[src/rtl/uart_tx_sched_if.sv]
// TileLink-style request/response channel used by uart_tx_sched to reach the UART
// register block: A carries address/data writes and reads, D returns read data.
interface tilelink;
    logic        a_valid;
    logic        a_ready;
    logic [3:0]  a_address;
    logic [31:0] a_data;
    logic        d_valid;
    logic        d_ready;
    logic [31:0] d_data;

    // Both channels: a beat transfers on a rising edge where valid && ready;
    // the source holds its payload stable while valid is high and ready is low.
    modport master (
        output a_valid, a_address, a_data, d_ready,
        input  a_ready, d_valid, d_data
    );

    modport slave (
        input  a_valid, a_address, a_data, d_ready,
        output a_ready, d_valid, d_data
    );
endinterface

[src/rtl/uart_tx_sched.sv]
// Byte FIFO feeding a UART transmit register over a tilelink master port.
// Define UART_TX_SCHED_POLL_EN to poll the UART status register (Tx-Full) before each write.
module uart_tx_sched #(
    parameter int          DEPTH     = 8,
    parameter logic [31:0] INIT_CTRL = 32'h3
) (
    input  logic                     clk,
    input  logic                     rst_n,
    input  logic                     in_valid,
    output logic                     in_ready,
    input  logic [7:0]               in_data,
    output logic [$clog2(DEPTH):0]   count,
    output logic                     busy,
    tilelink.master                  bus,
    output logic [2:0]               dbg_state
);

    localparam int PTR_W = $clog2(DEPTH);
    localparam int CNT_W = PTR_W + 1;
    localparam logic [PTR_W-1:0] PTR_ONE  = PTR_W'(1);
    localparam logic [CNT_W-1:0] CNT_ONE  = CNT_W'(1);
    localparam logic [CNT_W-1:0] CNT_FULL = CNT_W'(DEPTH);

    localparam logic [3:0] ADDR_TX   = 4'h4;
    localparam logic [3:0] ADDR_STAT = 4'h8;
    localparam logic [3:0] ADDR_CTRL = 4'hc;

    typedef enum logic [2:0] {
        S_INIT   = 3'd0,
        S_IDLE   = 3'd1,
        S_STAT_A = 3'd2,
        S_STAT_D = 3'd3,
        S_TX_A   = 3'd4,
        S_GAP    = 3'd5
    } state_t;

    state_t             state_q, state_d;
    logic               init_go_q, init_go_d;
    logic [PTR_W-1:0]   wr_ptr_q, wr_ptr_d;
    logic [PTR_W-1:0]   rd_ptr_q, rd_ptr_d;
    logic [CNT_W-1:0]   count_q, count_d;
    logic [7:0]         mem_q [DEPTH];
    logic [7:0]         mem_d [DEPTH];

    logic               push;
    logic               pop;
    logic               a_valid;
    logic [3:0]         a_address;
    logic [31:0]        a_data;
    logic               d_ready;

    // Only d_data[3] matters to the poll; the rest of the response is ignored.
    logic unused_bus;
    assign unused_bus = ^{bus.d_valid, bus.d_data};

    assign in_ready  = (count_q != CNT_FULL);
    assign push      = in_valid && in_ready;
    assign count     = count_q;
    assign busy      = (count_q != '0) || (state_q != S_IDLE);
    assign dbg_state = state_q;

    assign bus.a_valid   = a_valid;
    assign bus.a_address = a_address;
    assign bus.a_data    = a_data;
    assign bus.d_ready   = d_ready;

    always_comb begin
        state_d   = state_q;
        init_go_d = 1'b1;
        a_valid   = 1'b0;
        a_address = 4'h0;
        a_data    = 32'h0;
        d_ready   = 1'b0;
        pop       = 1'b0;
        case (state_q)
            S_INIT: begin
                // init_go_q keeps the control write off the bus until the first edge after reset.
                a_valid   = init_go_q;
                a_address = ADDR_CTRL;
                a_data    = INIT_CTRL;
                if (init_go_q && bus.a_ready) begin
                    state_d = S_GAP;
                end
            end
            S_IDLE: begin
                if (count_q != '0) begin
`ifdef UART_TX_SCHED_POLL_EN
                    state_d = S_STAT_A;
`else
                    state_d = S_TX_A;
`endif
                end
            end
`ifdef UART_TX_SCHED_POLL_EN
            S_STAT_A: begin
                a_valid   = 1'b1;
                a_address = ADDR_STAT;
                if (bus.a_ready) begin
                    state_d = S_STAT_D;
                end
            end
            S_STAT_D: begin
                d_ready = 1'b1;
                if (bus.d_valid) begin
                    state_d = bus.d_data[3] ? S_STAT_A : S_TX_A;
                end
            end
`endif
            S_TX_A: begin
                a_valid   = 1'b1;
                a_address = ADDR_TX;
                a_data    = {24'h0, mem_q[rd_ptr_q]};
                if (bus.a_ready) begin
                    pop     = 1'b1;
                    state_d = S_GAP;
                end
            end
            S_GAP: begin
                state_d = S_IDLE;
            end
            default: begin
                state_d = S_INIT;
            end
        endcase
    end

    always_comb begin
        wr_ptr_d = wr_ptr_q;
        rd_ptr_d = rd_ptr_q;
        count_d  = count_q;
        mem_d    = mem_q;
        if (push) begin
            mem_d[wr_ptr_q] = in_data;
            wr_ptr_d        = wr_ptr_q + PTR_ONE;
        end
        if (pop) begin
            rd_ptr_d = rd_ptr_q + PTR_ONE;
        end
        case ({push, pop})
            2'b10:   count_d = count_q + CNT_ONE;
            2'b01:   count_d = count_q - CNT_ONE;
            default: count_d = count_q;
        endcase
    end

    always_ff @(posedge clk or negedge rst_n) begin
        if (!rst_n) begin
            state_q   <= S_INIT;
            init_go_q <= 1'b0;
            wr_ptr_q  <= '0;
            rd_ptr_q  <= '0;
            count_q   <= '0;
        end else begin
            state_q   <= state_d;
            init_go_q <= init_go_d;
            wr_ptr_q  <= wr_ptr_d;
            rd_ptr_q  <= rd_ptr_d;
            count_q   <= count_d;
        end
    end

    // Storage needs no reset: only entries between the pointers are ever read.
    always_ff @(posedge clk) begin
        mem_q <= mem_d;
    end

endmodule

[src/flat_wrapper.sv]
// flat-port wrapper written by rule: the top's interface ports become plain ports
module uart_tx_sched_flat 
#(
    parameter int          DEPTH     = 8,
    parameter logic [31:0] INIT_CTRL = 32'h3
)
  (clk, rst_n, in_valid, in_ready, in_data, count, busy, dbg_state, bus_a_valid, bus_a_address, bus_a_data, bus_d_ready, bus_a_ready, bus_d_valid, bus_d_data);
  tilelink bus_i ();
  input  logic clk;
  input  logic rst_n;
  input  logic in_valid;
  output logic in_ready;
  input  logic [7:0] in_data;
  output logic [$clog2(DEPTH):0] count;
  output logic busy;
  output logic [2:0] dbg_state;
  output wire logic [$bits(bus_i.a_valid)-1:0] bus_a_valid;
  output wire logic [$bits(bus_i.a_address)-1:0] bus_a_address;
  output wire logic [$bits(bus_i.a_data)-1:0] bus_a_data;
  output wire logic [$bits(bus_i.d_ready)-1:0] bus_d_ready;
  input wire logic [$bits(bus_i.a_ready)-1:0] bus_a_ready;
  input wire logic [$bits(bus_i.d_valid)-1:0] bus_d_valid;
  input wire logic [$bits(bus_i.d_data)-1:0] bus_d_data;
  assign bus_a_valid = bus_i.a_valid;
  assign bus_a_address = bus_i.a_address;
  assign bus_a_data = bus_i.a_data;
  assign bus_d_ready = bus_i.d_ready;
  assign bus_i.a_ready = bus_a_ready;
  assign bus_i.d_valid = bus_d_valid;
  assign bus_i.d_data = bus_d_data;
  uart_tx_sched #(.DEPTH(DEPTH), .INIT_CTRL(INIT_CTRL)) u_core (.clk(clk), .rst_n(rst_n), .in_valid(in_valid), .in_ready(in_ready), .in_data(in_data), .count(count), .busy(busy), .bus(bus_i), .dbg_state(dbg_state));
endmodule
[config.mk]
export PLATFORM = sky130hd
export DESIGN_NAME = uart_tx_sched_flat
export DESIGN_NICKNAME = d
export VERILOG_FILES = /design/src/rtl/uart_tx_sched_if.sv /design/src/rtl/uart_tx_sched.sv /design/src/flat_wrapper.sv
export SDC_FILE = /design/constraint.sdc
export NUM_CORES = 1
export LEC_CHECK = 0
export BUFFER_PORTS_ARGS = -buffer_cell sky130_fd_sc_hd__buf_4
export CAP_MARGIN = 5
export CORE_MARGIN = 4
export CORE_UTILIZATION = 25
export CTS_BUF_LIST = sky130_fd_sc_hd__clkbuf_8
export DETAILED_ROUTE_END_ITERATION = 8
export HOLD_SLACK_MARGIN = 0.12
export PLACE_DENSITY_LB_ADDON = 0.2
export SYNTH_ARGS = -nofsm -noshare
export SYNTH_HDL_FRONTEND = slang
export SYNTH_SLANG_ARGS = --single-unit
[constraint.sdc]
create_clock -name clk -period 2.9 [get_ports clk]
set_input_delay 0.29 -clock clk [delete_from_list [all_inputs] [get_ports clk]]
set_output_delay 0.29 -clock clk [all_outputs]
set_load 0.01 [all_outputs]
==> impl_metrics.env <==
export IMPL_grt_pass1_vias=1706
export IMPL_yosysTopAreaCell="edfxtp_1"
export IMPL_synth_distinct_cells=32
export IMPL_wl_um=6390
export IMPL_endpoint_kind="output pin"
export IMPL_drt_iter0_markers=72
export IMPL_first_pass_iters=4
export IMPL_io_buffers=30
export IMPL_clk_pin_slew_ps=70
export IMPL_crit_arrival_ps=2040
export IMPL_hold_viol=0
export IMPL_path_buf_inv=1
export IMPL_n_antenna_cell=0
export IMPL_grt_usage=0.0854
export IMPL_leakage_nw=1.47
export IMPL_dieWidth_um=125
export IMPL_rsz0062_at_grt="no"
export IMPL_clock_sinks=77
export IMPL_setup_tns_ps=0
export IMPL_vias=1717
export IMPL_seq_area_frac_synth=0.658
export IMPL_final_cell_mix="edfxtp_1 (64), buf_4 (39), conb_1 (29)"
export IMPL_setup_viol=0
export IMPL_ant_nets=0
export IMPL_cp_top_family="flip-flops"
export IMPL_dieArea_um2=15600
export IMPL_ys_seq_elements=77
export IMPL_drive_gt1_frac=0.285
export IMPL_root_buffer="clkbuf_8"
export IMPL_synth_area_leaders="edfxtp_1 (56%), dfrtp_1 (9.5%), mux4_2 (9.2%), buf_4 (6.2%), mux2i_1 (2.3%)"
export IMPL_grt_pass1_wl_um=9840
export IMPL_timing_fmax_ghz=0.429
export IMPL_worstPathMaxFanout=19
export IMPL_grt_overflow_total=0
export IMPL_cap_violations=0
export IMPL_period_needed_ps=2330
export IMPL_coreArea_um2=13300
export IMPL_cp_required_ps=2610
export IMPL_finalCritPeriodShare=0.805
export IMPL_powerDensity_nw_per_um2=934
export IMPL_path_class="reg -> out"
export IMPL_cts_made_buffers=9
export IMPL_syn_area_per_cell_um2=16.0
export IMPL_nets=305
export IMPL_rows=42
export IMPL_start_kind="flip-flop"
export IMPL_slowest_delay_ps=870
export IMPL_crit_path_cell_trace="mux4_2 -> mux2i_1 -> nor2_1 -> buf_4"
export IMPL_ys_warn_count=0
export IMPL_vdd_ir_drop_max_v=0.000270
export IMPL_dpl_hpwl_um=4170
export IMPL_synthCells=213
export IMPL_io_pins=92
export IMPL_grt_start_max_net_pins=21
export IMPL_outcome="completed"
export IMPL_fill_cells=1331
export IMPL_syn_area_um2=3420
export IMPL_h_tree_depth=3
export IMPL_fp_dieH_um=125
export IMPL_wl_per_cell_um=14.7
export IMPL_mostFrequentLayoutCell="edfxtp_1"
export IMPL_yosysTopAreaCellShare=0.563
export IMPL_syn2layout_area_growth_pct=15.9
export IMPL_drv_slew=0
export IMPL_cts_resized=0
export IMPL_post_cts_buffers=0
export IMPL_clk_latency_ps=350
export IMPL_globalplace_congestion=0.722
export IMPL_cts_tree="done"
export IMPL_antenna_found_initial=0
export IMPL_fin_util=0.298
export IMPL_tightestPinTransition_ps=814
export IMPL_post_drt_via_cell_ratio=3.94
export IMPL_cp_slowest_cell="dfrtp_1"
export IMPL_fin_skew_ps=7.40
export IMPL_drc_errors=0
export IMPL_initial_core_util=0.257
export IMPL_ctsLongestPathBuffers=2
export IMPL_maxSlewHeadroom=0.457
export IMPL_hp_class="in -> reg"
## layout make-up
type | instances | area (um^2) | area share
clock buffer | 9 | 124 | 0.0313
clock inverter | 7 | 58.8 | 0.0149
inverter | 2 | 7.51 | 0.00190
tap | 176 | 220 | 0.0556
multi-input combinational | 125 | 997 | 0.252
sequential | 77 | 2250 | 0.568
timing repair buffer | 40 | 303 | 0.0765
## power by group
part / leakage (nW) / switching (mW) / internal [mW]
registers: 0.734 / 0.241 / 1.42
logic: 0.637 / 0.594 / 0.677
clock network: 0.101 / 0.380 / 0.386
total: 1.47 / 1.21 / 2.48
## synthesized netlist by cell type
cell,number
buf_6,3
nor3b_1,1
or4b_4,1
nand2b_1,5
o21ai_0,7
mux2_2,4
nand2_4,1
or2_4,1
nor2b_1,2
mux2i_1,8
nand3_1,3
buf_4,28
ha_1,5
nor2_1,16
nor3_1,2
xnor2_1,4
nor4_1,1
mux4_2,14
a21boi_0,1
a31oi_1,2
clkbuf_1,3
mux2_4,1
xor2_1,4
edfxtp_1,64
and3b_2,1
dfrtp_1,13
a21oi_1,5
conb_1,2
buf_2,2
nand3b_1,2
inv_1,2
nand2_1,5
## per-layer routing
| metal | up-vias | GRT usage | share of wire | wire length [um] |
|---|---|---|---|---|
| li1 | 817 | - | - | - |
| met1 | 839 | 0.116 | 0.49 | 3140 |
| met2 | 53 | 0.125 | 0.44 | 2820 |
| met3 | 8 | 0.0292 | 0.052 | 333 |
| met4 | 0 | 0.0344 | 0.016 | 102 |
| met5 | - | 0 | 0 | 0 |
## per-stage QoR
stage	hold WS (ps)	instances	setup WS, ps	area (um^2)	total power, mW
6_report	170	436	567	3960	3.70
5_1_grt	150	436	386	3960	3.99
4_1_cts	151	436	480	3960	3.78
3_5_place_dp	148	419	568	3760	3.01
3_3_place_gp	150	419	539	3760	3.00
2_1_floorplan	-5.59	240	611	3520	2.55
## cell families (layout without fill, tap and decap cells)
| kind of cell | Yosys count | after routing | share of synthesized area |
|---|---|---|---|
| flops | 77 | 77 | 0.658 |
| simple gates | 41 | 41 | 0.0645 |
| buf+inv | 38 | 58 | 0.0799 |
| mux | 27 | 27 | 0.133 |
| compound gates | 15 | 15 | 0.0234 |
| xor+xnor | 8 | 8 | 0.0205 |
| fa+ha+maj | 5 | 5 | 0.0183 |
| other cells | 2 | 29 | 0.00220 |
## worst register-to-register path, stage by stage (launching register included)
cell     delay (ps)
dfrtp_1         460
or4b_4          620
nand2_4         120
ha_1            240
xor2_1          100
ha_1            180
a21oi_1         140
xor2_1          160
nor2_1           60
xor2_1          140
## path summary, 6_finish.rpt
check	start	endpoint	cells after the start	slack (ps)
setup / recovery	u_core.rd_ptr_q[1]$_DFFE_PN0P_	bus_a_data[3]	4	570
hold / removal	in_data[5]	u_core.mem_q[13]$_DFFE_PP_	1	170
setup reg to reg	u_core.count[0]$_DFFE_PN0P_	u_core.count[2]$_DFFE_PN0P_	9	580
hold reg to reg	u_core.count[3]$_DFFE_PN0P_	u_core.count[3]$_DFFE_PN0P_	1	510
max in group asynchronous	rst_n	u_core.wr_ptr_q[1]$_DFFE_PN0P_	2	2410
min in group asynchronous	rst_n	u_core.count[2]$_DFFE_PN0P_	2	320
## state kept, by name, summed over array words and instances (netlist names)
name	cells
u_core.mem_q	64
u_core.count	4
u_core.rd_ptr_q	3
u_core.wr_ptr_q	3
u_core.dbg_state	2
u_core.init_go_q	1
## timing repair
| action | 4_1_cts | 5_1_grt |
|---|---|---|
| endpoints found under the hold margin | 13 | 0 |
| hold buffers | 1 | 0 |
| endpoints found under the setup margin | 0 | 0 |
Power figures use the tool's default switching activity.
